File: src/rtl/gate_share_arbiter_if.sv
// rtl/gate_share_arbiter_if.sv - requester/gate bundle for gate_share_arbiter
// chk_err exists only when GATE_CHECK_EN is defined.
interface gate_share_arbiter_if #(
  parameter int NREQ  = 4,
  parameter int WIDTH = 8
);
  logic [NREQ-1:0]       req;
  logic [NREQ*WIDTH-1:0] a_in;
  logic [NREQ*WIDTH-1:0] b_in;
  logic [NREQ-1:0]       gnt;
  logic [NREQ-1:0]       done;
  logic [WIDTH-1:0]      res_out;
  logic [WIDTH-1:0]      gate_a;
  logic [WIDTH-1:0]      gate_b;
  logic [WIDTH-1:0]      gate_y;
  logic                  busy;
`ifdef GATE_CHECK_EN
  logic                  chk_err;
`endif

  modport master (
    output req, a_in, b_in, gate_y,
    input  gnt, done, res_out, gate_a, gate_b, busy
`ifdef GATE_CHECK_EN
    , input chk_err
`endif
  );

  modport slave (
    input  req, a_in, b_in, gate_y,
    output gnt, done, res_out, gate_a, gate_b, busy
`ifdef GATE_CHECK_EN
    , output chk_err
`endif
  );
endinterface

File: src/rtl/gate_share_arbiter.sv
// rtl/gate_share_arbiter.sv - round-robin sharing of one external AND gate among NREQ requesters
// Optional GATE_CHECK_EN adds a sticky chk_err when gate_y != gate_a & gate_b.
module gate_share_arbiter #(
  parameter int NREQ  = 4,
  parameter int WIDTH = 8
) (
  input logic                 clk,
  input logic                 rst_n,
  gate_share_arbiter_if.slave bus
);
  localparam int IDXW = (NREQ > 1) ? $clog2(NREQ) : 1;
  localparam logic [IDXW-1:0] LAST_INIT = IDXW'(NREQ - 1);

  typedef enum logic [1:0] {S_IDLE, S_ISSUE, S_DONE} state_t;

  state_t           r_state, w_state;
  logic [IDXW-1:0]  r_last, w_last;
  logic [IDXW-1:0]  r_idx, w_idx;
  logic [IDXW-1:0]  w_pick, w_cand;
  logic             w_found;
  logic [NREQ-1:0]  r_gnt, w_gnt;
  logic [NREQ-1:0]  r_done, w_done;
  logic [WIDTH-1:0] r_res, w_res;
  logic [WIDTH-1:0] r_gate_a, w_gate_a;
  logic [WIDTH-1:0] r_gate_b, w_gate_b;
`ifdef GATE_CHECK_EN
  logic             r_chk, w_chk;
`endif

  // Search starts just after the last served requester so every active one is reached within NREQ grants.
  always_comb begin
    w_found = 1'b0;
    w_pick  = r_last;
    w_cand  = r_last;
    for (int k = 1; k <= NREQ; k++) begin
      w_cand = IDXW'((int'(r_last) + k) % NREQ);
      if (!w_found && bus.req[w_cand]) begin
        w_found = 1'b1;
        w_pick  = w_cand;
      end
    end
  end

  always_comb begin
    w_state  = r_state;
    w_last   = r_last;
    w_idx    = r_idx;
    w_gnt    = r_gnt;
    w_done   = r_done;
    w_res    = r_res;
    w_gate_a = r_gate_a;
    w_gate_b = r_gate_b;
`ifdef GATE_CHECK_EN
    w_chk    = r_chk;
`endif
    case (r_state)
      S_IDLE: begin
        if (w_found) begin
          w_state = S_ISSUE;
          w_idx   = w_pick;
          w_gnt   = NREQ'(1) << w_pick;
          for (int i = 0; i < NREQ; i++) begin
            if (w_pick == IDXW'(i)) begin
              w_gate_a = bus.a_in[i*WIDTH +: WIDTH];
              w_gate_b = bus.b_in[i*WIDTH +: WIDTH];
            end
          end
        end
      end
      S_ISSUE: begin
        // Operands were latched last edge, so gate_y has settled and is captured now.
        w_state = S_DONE;
        w_res   = bus.gate_y;
        w_done  = NREQ'(1) << r_idx;
        w_gnt   = '0;
        w_last  = r_idx;
`ifdef GATE_CHECK_EN
        if (bus.gate_y != (r_gate_a & r_gate_b)) w_chk = 1'b1;
`endif
      end
      S_DONE: begin
        w_state = S_IDLE;
        w_done  = '0;
      end
      default: w_state = S_IDLE;
    endcase
  end

  always_ff @(posedge clk or negedge rst_n) begin
    if (!rst_n) begin
      r_state  <= S_IDLE;
      r_last   <= LAST_INIT;
      r_idx    <= '0;
      r_gnt    <= '0;
      r_done   <= '0;
      r_res    <= '0;
      r_gate_a <= '0;
      r_gate_b <= '0;
`ifdef GATE_CHECK_EN
      r_chk    <= 1'b0;
`endif
    end else begin
      r_state  <= w_state;
      r_last   <= w_last;
      r_idx    <= w_idx;
      r_gnt    <= w_gnt;
      r_done   <= w_done;
      r_res    <= w_res;
      r_gate_a <= w_gate_a;
      r_gate_b <= w_gate_b;
`ifdef GATE_CHECK_EN
      r_chk    <= w_chk;
`endif
    end
  end

  assign bus.gnt     = r_gnt;
  assign bus.done    = r_done;
  assign bus.res_out = r_res;
  assign bus.gate_a  = r_gate_a;
  assign bus.gate_b  = r_gate_b;
  assign bus.busy    = (r_state != S_IDLE);
`ifdef GATE_CHECK_EN
  assign bus.chk_err = r_chk;
`endif
endmodule

File: src/flat_wrapper.sv
// flat-port wrapper written by rule: the top's interface ports become plain ports
module gate_share_arbiter_flat 
#(
  parameter int NREQ  = 4,
  parameter int WIDTH = 8
)
  (clk, rst_n, bus_req, bus_a_in, bus_b_in, bus_gate_y, bus_gnt, bus_done, bus_res_out, bus_gate_a, bus_gate_b, bus_busy);
  gate_share_arbiter_if #(.NREQ(NREQ), .WIDTH(WIDTH)) bus_i ();
  input logic clk;
  input logic rst_n;
  input wire logic [$bits(bus_i.req)-1:0] bus_req;
  input wire logic [$bits(bus_i.a_in)-1:0] bus_a_in;
  input wire logic [$bits(bus_i.b_in)-1:0] bus_b_in;
  input wire logic [$bits(bus_i.gate_y)-1:0] bus_gate_y;
  output wire logic [$bits(bus_i.gnt)-1:0] bus_gnt;
  output wire logic [$bits(bus_i.done)-1:0] bus_done;
  output wire logic [$bits(bus_i.res_out)-1:0] bus_res_out;
  output wire logic [$bits(bus_i.gate_a)-1:0] bus_gate_a;
  output wire logic [$bits(bus_i.gate_b)-1:0] bus_gate_b;
  output wire logic [$bits(bus_i.busy)-1:0] bus_busy;
  assign bus_i.req = bus_req;
  assign bus_i.a_in = bus_a_in;
  assign bus_i.b_in = bus_b_in;
  assign bus_i.gate_y = bus_gate_y;
  assign bus_gnt = bus_i.gnt;
  assign bus_done = bus_i.done;
  assign bus_res_out = bus_i.res_out;
  assign bus_gate_a = bus_i.gate_a;
  assign bus_gate_b = bus_i.gate_b;
  assign bus_busy = bus_i.busy;
  gate_share_arbiter #(.NREQ(NREQ), .WIDTH(WIDTH)) u_core (.clk(clk), .rst_n(rst_n), .bus(bus_i));
endmodule
File: config.mk
export PLATFORM = sky130hd
export DESIGN_NAME = gate_share_arbiter_flat
export DESIGN_NICKNAME = d
export VERILOG_FILES = /design/src/rtl/gate_share_arbiter_if.sv /design/src/rtl/gate_share_arbiter.sv /design/src/flat_wrapper.sv
export SDC_FILE = /design/constraint.sdc
export NUM_CORES = 1
export LEC_CHECK = 0
export ABC_CLOCK_PERIOD_IN_PS = 4200
export BUFFER_PORTS_ARGS = -buffer_cell sky130_fd_sc_hd__buf_2
export CAP_MARGIN = 20
export CORE_MARGIN = 1
export CORE_UTILIZATION = 46
export DETAILED_ROUTE_END_ITERATION = 6
export GPL_ROUTABILITY_DRIVEN = 0
export PLACE_DENSITY = 0.86
export SLEW_MARGIN = 40
export SYNTH_ARGS = -nofsm -noshare
export SYNTH_HDL_FRONTEND = slang
export SYNTH_SLANG_ARGS = --single-unit
File: constraint.sdc
create_clock -name clk -period 4.2 [get_ports clk]
set_input_delay 0.42 -clock clk [delete_from_list [all_inputs] [get_ports clk]]
set_output_delay 0.42 -clock clk [all_outputs]
set_load 0.03 [all_outputs]
## Yosys cells after proc, flatten, opt, wreduce, memory -nomap -nowiden

Index checks and enable logic that the tools add are counted.

- Multiplexer cells: 29
- Eq/ne operators: 6
- Magnitude comparators: 4
- Add/subtract/negate cells: 4
- Shift-type cells: 2
- Reduce and logical (&&, ||, !) cells: 15

Operators with widths:

| operator | count |
|---|---|
| 8-bit two-way mux | 8 |
| 4-bit case mux with 2 select lines | 2 |
| 2-bit by 3-bit < comparator with 1-bit output (second input constant) | 4 |
| 2-bit two-way mux | 5 |
| 1-bit binary-select mux with 2-bit select | 4 |
| 1-bit two-way mux | 8 |
| 1-bit by 2-bit left shift with 4-bit output (first input constant) | 2 |
| 2-bit == test (second input constant) | 3 |
| 2-bit nonzero test | 3 |
| 2-bit by 1-bit adder with 2-bit output (second input constant) | 2 |
| 2-bit adder (second input constant) | 2 |
| 2-bit by 1-bit == test with 1-bit output (second input constant) | 2 |
| 2-bit zero test | 2 |
| 4-bit two-way mux | 1 |
| 2-bit case mux with 2 select lines | 1 |
| 2-bit AND reduction | 2 |
| 4-bit nonzero test | 1 |
| 1-bit logical AND | 3 |
| 1-bit zero test | 3 |
| 3-bit AND reduction | 1 |
| 2-bit by 1-bit inequality test with 1-bit output (second input constant) | 1 |

- Output and inout port bits: 33
- Word-level logic and storage cells: 68
- Flip-flop bits (word level): 38

## Logic depth before layout (Yosys ltp)

Gate-level depths: netlist of run 1.

- Depth in word-level cells: 18
- Gate-level depth with buffers: 7

## Least setup slack after synthesis of run 1

OpenSTA, ideal clock, no wires.

- Path kind: flip-flop to flip-flop
- Start point: register u_core.r_state[0]
- End point: register u_core.r_gate_a[2], in the netlist u_core.bus.gate_a[2]
- Stages on the path, launching flop included: 8
- Path buffers: 1
- Arrival: 1.525 ns
- Setup slack: 2.537 ns
- Period minus slack after synthesis: 1.663 ns
- Path through: dfrtp_1 inv_1 ha_1 inv_1 nor2_1 nand3_1 buf_2 o221ai_1

- Longest elaborated chain between the ends: 2

RTL lines:

| item | line | RTL |
|---|---|---|
| from (decl) | gate_share_arbiter.sv:16 | `state_t r_state, w_state;` |
| from (signal assigned) | gate_share_arbiter.sv:103 | `r_state <= w_state;` |
| 2-bit zero test | gate_share_arbiter.sv:56 | `case (r_state)` |
| 3-bit AND reduction (no line) | n/a |  |
| to (signal assigned) | gate_share_arbiter.sv:109 | `r_gate_a <= w_gate_a;` |
| to (decl) | gate_share_arbiter.sv:24 | `logic [WIDTH-1:0] r_gate_a, w_gate_a;` |

Every way passes these cells.
A chain may end at the register's enable or synchronous reset.

## Final worst setup path of run 1

- Start point: input bus_req[2]
- End point: register u_core.r_gnt[1], in the netlist u_core.bus.gnt[1]

- Longest elaborated chain between the ends: 15
- Elaborated cells between the ends (all ways): 27

RTL lines:

| item | line | RTL |
|---|---|---|
| from (decl) | flat_wrapper.sv:11 | `input wire logic [$bits(bus_i.req)-1:0] bus_req;` |
| 1-bit binary-select mux with 2-bit select | gate_share_arbiter.sv:37 | `if (!w_found && bus.req[w_cand]) begin` |
| 1-bit two-way mux (implied by the code) | gate_share_arbiter.sv:37 |  |
| 1-bit two-way mux | gate_share_arbiter.sv:37 |  |
| 1-bit zero test | gate_share_arbiter.sv:37 |  |
| 1-bit logical AND | gate_share_arbiter.sv:37 |  |
| 1-bit two-way mux | gate_share_arbiter.sv:37 |  |
| 1-bit zero test | gate_share_arbiter.sv:37 |  |
| 1-bit logical AND | gate_share_arbiter.sv:37 |  |
| 1-bit two-way mux | gate_share_arbiter.sv:37 |  |
| 1-bit zero test | gate_share_arbiter.sv:37 |  |
| 1-bit logical AND | gate_share_arbiter.sv:37 |  |
| 2-bit two-way mux | gate_share_arbiter.sv:37 |  |
| 1-bit by 2-bit left shift with 4-bit output | gate_share_arbiter.sv:61 | `w_gnt = NREQ'(1) << w_pick;` |
| 4-bit two-way mux | gate_share_arbiter.sv:58 | `if (w_found) begin` |
| 4-bit case mux with 2 select lines | gate_share_arbiter.sv:56 |  |
| to (signal assigned) | gate_share_arbiter.sv:106 | `r_gnt <= w_gnt;` |
| to (decl) | gate_share_arbiter.sv:21 | `logic [NREQ-1:0] r_gnt, w_gnt;` |

Several ways; a longest one is shown, not always the timed one. The select of a mux whose other input is x is not followed.

==> results of run 1 <==
-- power groups by stage --
stage	combinational, mW	sequential [mW]	clock, mW
after floorplan	0.714	0.914	0
after global placement	1.20	0.643	0
after detailed placement	1.24	0.654	0
after CTS	1.24	0.650	0.258
after global routing	1.33	0.673	0.276
final	1.23	0.650	0.248
-- routing by layer --
layer | vias up | GRT usage
met5 | - | 0
met4 | 0 | 0.0547
met3 | 6 | 0.0717
met2 | 79 | 0.349
met1 | 803 | 0.229
li1 | 862 | -
-- registers in the layout, summed over array words and instances, names as in the netlist --
name                count
u_core.bus.gate_a       8
u_core.bus.gate_b       8
u_core.bus.res_out      8
u_core.bus.done         4
u_core.bus.gnt          4
u_core.r_idx            2
u_core.r_last           2
u_core.r_state          2
-- worst max path at each step --
| stage | from | endpoint | depth (start not counted) |
|---|---|---|---|
| finish | bus_req[2] | u_core.bus.gnt[1] | 6 |
| global placement | bus_req[2] | u_core.bus.gnt[1] | 6 |
| floorplan | u_core.r_state[0] | u_core.bus.gate_a[2] | 7 |
| global route | bus_req[2] | u_core.bus.gnt[1] | 6 |
| detailed placement | bus_req[2] | u_core.bus.gnt[1] | 6 |
| CTS | bus_req[2] | u_core.bus.gnt[1] | 6 |
-- per-stage QoR --
step | setup slack (ps) | cell area (um^2) | cells
after floorplan | 2540 | 2030 | 180
after global placement | 1670 | 2550 | 328
after detailed placement | 1640 | 2560 | 328
after CTS | 1930 | 2650 | 336
after global routing | 1750 | 2650 | 336
final | 1920 | 2650 | 336
-- area by class of cell --
type | count | share of cell area
Multi-Input combinational cell | 122 | 0.364
Sequential cell | 38 | 0.359
Timing Repair Buffer | 110 | 0.208
Clock buffer | 8 | 0.0339
Tap cell | 50 | 0.0236
Inverter | 8 | 0.0113
-- logic make-up (layout without fill, tap and decap cells) --
logic type / count (synthesis) / count (layout) / share of synthesized area
adders and majority gates: 4 / 4 / 0.0246
AOI/OAI and AO/OA: 35 / 35 / 0.133
and+or+nand+nor: 39 / 39 / 0.0886
DFF: 38 / 38 / 0.469
buffers and inverters: 20 / 126 / 0.0609
muxes: 44 / 44 / 0.224
-- synth_stat cells (3+ instances only) --
master	number
dfrtp_1	36
mux2i_1	32
nand2_1	24
o221ai_1	16
mux2_2	12
inv_1	8
buf_6	6
ha_1	4
nand2b_1	4
o21ai_0	4
buf_2	3
clkbuf_1	3
nor2_1	3
nor2b_1	3
-- critical path, cell delays in order --
cell and delay, ps:
buf_2 120, nor4_1 410, nand2b_1 660, a21o_1 500, a2bb2oi_1 230, o21ai_1 70
==> impl_metrics.py, run 1 <==
metrics = {
    "sta": {
        "slew_violations": 0,
        "setup_repair_after_global_routing_missed_its_margin": "false",
        "layout_worst_path_cycle_share": 0.543,
        "period_minus_slack_ps": 2280,
        "fin_tns_setup_ps": 0,
        "worst_slew_pin_slew_ps": 760,
        "worst_case_hold_slack_ps": 90.5,
        "setup-violations-final": 0,
        "maxSlewHeadroom": 0.493,
        "fin_worst_skew_ps": 7.15,
        "hold_violations": 0,
        "maxClockFrequency_mhz": 439,
    },
    "setup_path": {
        "reg2reg_setup_slack_ps": 2020,
        "timing.critical_path.from_type": "input port",
        "critical_path.endpoint_type": "register",
        "ff2ff_path_depth": 6,
        "critPathRequiredTime_ps": 4340,
        "r2r_start": "u_core.r_state[0]",
        "crit_type": "in2reg",
        "rr_endpoint": "u_core.bus.gnt[1]",
        "crit_arrival_ps": 2420,
        "timing.critical_path.fanout_max": 21,
    },
    "power_and_ir_drop": {
        "combinationalPowerShare": 0.577,
        "power.density_cell_area_nw_per_um2": 801,
        "p_seq_frac": 0.306,
        "max_ir_drop_vdd_uv": 375,
        "internal_power_mw": 1.15,
        "leakagePower_nw": 1.41,
        "power_frac_clock": 0.117,
        "switching_share": 0.458,
        "power.net_switching_mw": 0.975,
        "fin_total_pwr_mw": 2.13,
    },
    "detailed_routing": {
        "drtIter0Drc": 76,
        "met2RoutedLength_um": 2170,
        "met1Wirelength_um": 1920,
        "routed_via_density": 5.21,
        "drt-wirelength-per-cell_um": 13.3,
        "top_signal_layer_used": "met4",
        "vias": 1750,
        "route.detailed.drc": 0,
        "met3WireLength_um": 346,
        "finalWirelength_um": 4470,
        "pre_antenna_drt_iters": 4,
        "antenna_violating_nets_post_route": 0,
    },
    "synthesis": {
        "netlist_top_cells_area": "dfrtp_1, mux2i_1, o221ai_1",
        "yosys_warnings": 0,
        "syn-num-nets": 262,
        "postSynthAreaPerCell_um2": 11.3,
        "synth.yosys.seq_area_share": 0.469,
        "netlist.area_leader.share": 0.443,
        "synth_edf_count": 0,
        "synth_ff_type": "dfrtp_1",
        "async_set_reset_flop_share_out_of_synthesis": 1.00,
        "synth-seq-cells": 38,
        "synthesis.instances": 180,
        "mappedNetlistArea_um2": 2030,
        "netlist.top_cell.by_area": "dfrtp_1",
        "synth_cell_types": 29,
    },
    "global_route": {
        "grtUsageTotal": 0.200,
        "grt_antenna_before_repair": 0,
        "grt_max_degree": 39,
        "grt_first_pass_wirelength_um": 6820,
        "aggregate_global_routing_overflow": 0,
        "grt_pass1_vias": 1590,
    },
    "clock_tree": {
        "cts.root.buffer_cell": "clkbuf_8",
        "tritoncts_num_sinks": 38,
        "cts-resized-gates": 0,
        "cts_tree": "yes",
        "cts_inserted_buffers": 5,
        "number_of_buffers_inserted_by_post_cts_setup_repair": 0,
        "max-clock-path-buffers": 2,
        "clock_insertion_delay_at_the_later_pin_of_the_skew_report_ps": 280,
        "htreeDepth": 2,
        "worst_setup_hold_path_clk_slew_ps": 70,
        "cts_hold_buf": 0,
    },
    "flow_run": {
        "max_cap_violations": 0,
    },
    "die": {
        "initial_utilization": 0.494,
        "rows": 23,
        "die-area_um2": 4690,
        "fp.coreArea_um2": 4120,
        "floorplan.die.height_um": 68.5,
        "die_x_um": 68.5,
        "ios": 111,
    },
    "layout": {
        "mostFrequentLayoutCell": "buf_2",
        "sequential_cell_area_um2": 953,
        "postLayoutCoreUtil": 0.645,
        "layout-area-overhead-vs-synth_pct": 30.5,
        "layout_common_cells": "buf_2, dfrtp_1, mux2i_1",
        "insertedDiodeCount": 0,
        "fill_cells": 346,
        "design.final.nets": 367,
        "post_route_cells_drive_above_1_share": 0.462,
        "multiInputGateArea_um2": 965,
    },
    "run_status": {
        "status": "finished, final reports clean",
    },
    "placed_design": {
        "hpwlAfterDp_um": 3340,
        "buffers_on_ports": 110,
    },
    "worst_hold_path": {
        "hold_path.class": "in2async",
    },
}
Note: power is estimated with default switching activity, not from simulation.
==> run 2: changes to the inputs <==
--- a/config.mk
+++ b/config.mk
@@ -5,14 +5,14 @@
 export SDC_FILE = /design/constraint.sdc
 export NUM_CORES = 1
 export LEC_CHECK = 0
-export ABC_CLOCK_PERIOD_IN_PS = 4200
+export ABC_CLOCK_PERIOD_IN_PS = 2200
 export BUFFER_PORTS_ARGS = -buffer_cell sky130_fd_sc_hd__buf_2
 export CAP_MARGIN = 20
 export CORE_MARGIN = 1
-export CORE_UTILIZATION = 46
+export CORE_UTILIZATION = 45
 export DETAILED_ROUTE_END_ITERATION = 6
 export GPL_ROUTABILITY_DRIVEN = 0
-export PLACE_DENSITY = 0.86
+export PLACE_DENSITY = 0.85
 export SLEW_MARGIN = 40
 export SYNTH_ARGS = -nofsm -noshare
 export SYNTH_HDL_FRONTEND = slang
==> constraint.sdc (replaced) <==
create_clock -name clk -period 2.2 [get_ports clk]
set_input_delay 0.22 -clock clk [delete_from_list [all_inputs] [get_ports clk]]
set_output_delay 0.22 -clock clk [all_outputs]
set_load 0.03 [all_outputs]
==> run 2 against run 1 <==
  * Critical path depth did not move
  * Register-to-register slack worse by 1700 ps
  * Core utilization down 2.2 points
  * Non-clock buffer count up 6
  * First-iteration DRC count rose by 82%
  * Count of clock-buffer cells in the layout down 3
  * Via count increased by 2.6%
  * Clock power increased by 130%
  * Final area up 2.3%
  * Routed wire length grew 5.4%
==> impl_metrics.py, run 2 (same netlist as run 1, synthesis figures left out) <==
metrics = {
    "clock_tree": {
        "cts_hold_buf": 0,
        "tritoncts_num_sinks": 38,
        "cts_tree": "yes",
        "number_of_buffers_inserted_by_post_cts_setup_repair": 0,
        "cts.root.buffer_cell": "clkbuf_8",
        "clock_insertion_delay_at_the_later_pin_of_the_skew_report_ps": 290,
        "htreeDepth": 2,
        "worst_setup_hold_path_clk_slew_ps": 70,
        "cts_inserted_buffers": 5,
        "max-clock-path-buffers": 2,
        "cts-resized-gates": 0,
    },
    "global_route": {
        "top_usage_layer": "met2",
        "grtUsageMet2": 0.374,
        "aggregate_global_routing_overflow": 0,
        "grt_pass1_vias": 1794,
        "grt_antenna_before_repair": 0,
        "grt_max_degree": 39,
        "met1_layer_usage_reported_by_global_route": 0.246,
        "grt_first_pass_wirelength_um": 7910,
        "globalRouteMet3Util": 0.0494,
        "grtUsageTotal": 0.208,
    },
    "setup_path": {
        "crit_type": "reg2reg",
        "critPathRequiredTime_ps": 2340,
        "critical_path.endpoint_type": "register",
        "timing.critical_path.fanout_max": 21,
        "timing.critical_path.from_type": "register",
        "crit_arrival_ps": 2030,
    },
    "layout": {
        "insertedDiodeCount": 0,
        "layout-area-overhead-vs-synth_pct": 33.5,
        "post_route_cells_drive_above_1_share": 0.476,
        "design.final.nets": 373,
        "layout_common_cells": "buf_2, dfrtp_1, mux2i_1",
        "layout.cell_area.non_filler_um2": 2710,
        "mostFrequentLayoutCell": "buf_2",
    },
    "placed_design": {
        "pre_cts_slack_ps": 304,
        "placed_cell_area_um2": 2590,
        "buffers_on_ports": 110,
        "hpwlAfterDp_um": 3630,
    },
    "power_and_ir_drop": {
        "fin_total_pwr_mw": 4.24,
        "power.density_cell_area_nw_per_um2": 1560,
        "max_ir_drop_vdd_uv": 831,
        "leakagePower_nw": 1.45,
    },
    "die": {
        "initial_utilization": 0.467,
        "die_x_um": 69.2,
        "fp.coreArea_um2": 4350,
        "die-area_um2": 4790,
        "floorplan.die.height_um": 69.2,
        "rows": 24,
        "ios": 111,
    },
    "sta": {
        "hold_violations": 0,
        "worst_slew_pin_slew_ps": 617,
        "setup-violations-final": 0,
        "postLayoutSetupSlackWorst_ps": 307,
        "slew_violations": 0,
        "maxClockFrequency_mhz": 528,
        "period_minus_slack_ps": 1890,
        "fin_worst_skew_ps": 7.44,
        "layout_worst_path_cycle_share": 0.860,
        "maxSlewHeadroom": 0.589,
        "fin_tns_setup_ps": 0,
        "setup_repair_after_global_routing_missed_its_margin": "false",
    },
    "detailed_routing": {
        "antenna_violating_nets_post_route": 0,
        "vias": 1795,
        "routed_via_density": 5.22,
        "finalWirelength_um": 4710,
        "route.detailed.drc": 0,
        "pre_antenna_drt_iters": 4,
        "drtIter0Drc": 138,
        "drt-wirelength-per-cell_um": 13.7,
    },
    "flow_run": {
        "max_cap_violations": 0,
    },
    "worst_hold_path": {
        "hold_path.class": "in2reg",
    },
    "run_status": {
        "status": "finished, final reports clean",
    },
}
run 2: power by group:
group	switching, mW	internal (mW)
sequential	0.195	1.05
clock	0.239	0.334
combinational	1.48	0.949
total	1.91	2.33
run 2: through the flow:
step           cells  hold slack [ps]   util
2_1_floorplan    180            -75.6      -
3_3_place_gp     335              356  0.595
3_5_place_dp     335              373  0.595
4_1_cts          343             55.4  0.620
5_1_grt          344              162  0.623
6_report         344              168  0.623
run 2: area by class of cell:
cell class / count / area (um^2)
fill: 360 / 1640
sequential: 38 / 953
tap: 52 / 65.1
multi-input combinational: 122 / 956
timing repair buffer: 116 / 601
clock buffer: 5 / 68.8
clock inverter: 3 / 40.0
inverter: 8 / 30.0
run 2: worst paths after layout:
kind	slack, ps	startpoint	endpoint	cells after the start
hold / removal	170	bus_gate_y[4]	u_core.bus.res_out[4]	2
min in group asynchronous	440	rst_n	u_core.bus.done[1]	2
hold reg to reg	490	u_core.bus.gate_b[1]	u_core.bus.gate_b[1]	2
setup / recovery	310	u_core.r_last[0]	u_core.bus.gate_b[6]	6
setup reg to reg	310	u_core.r_last[0]	u_core.bus.gate_b[6]	6
max in group asynchronous	1410	rst_n	u_core.r_last[1]	2
run 2: critical path: stages (launching register included):
cell      delay [ps]
dfstp_2          570
nor2b_1           70
o21ai_0          150
o221a_2          220
buf_4            310
mux2i_1          270
o221ai_1         150
run 2: per-layer routing:
layer	vias to the layer above	share of wire	wire length, um
met1	831	0.42	2000
met4	0	0.013	59
met5	-	0	0
li1	878	-	-
met2	80	0.50	2380
met3	6	0.059	276
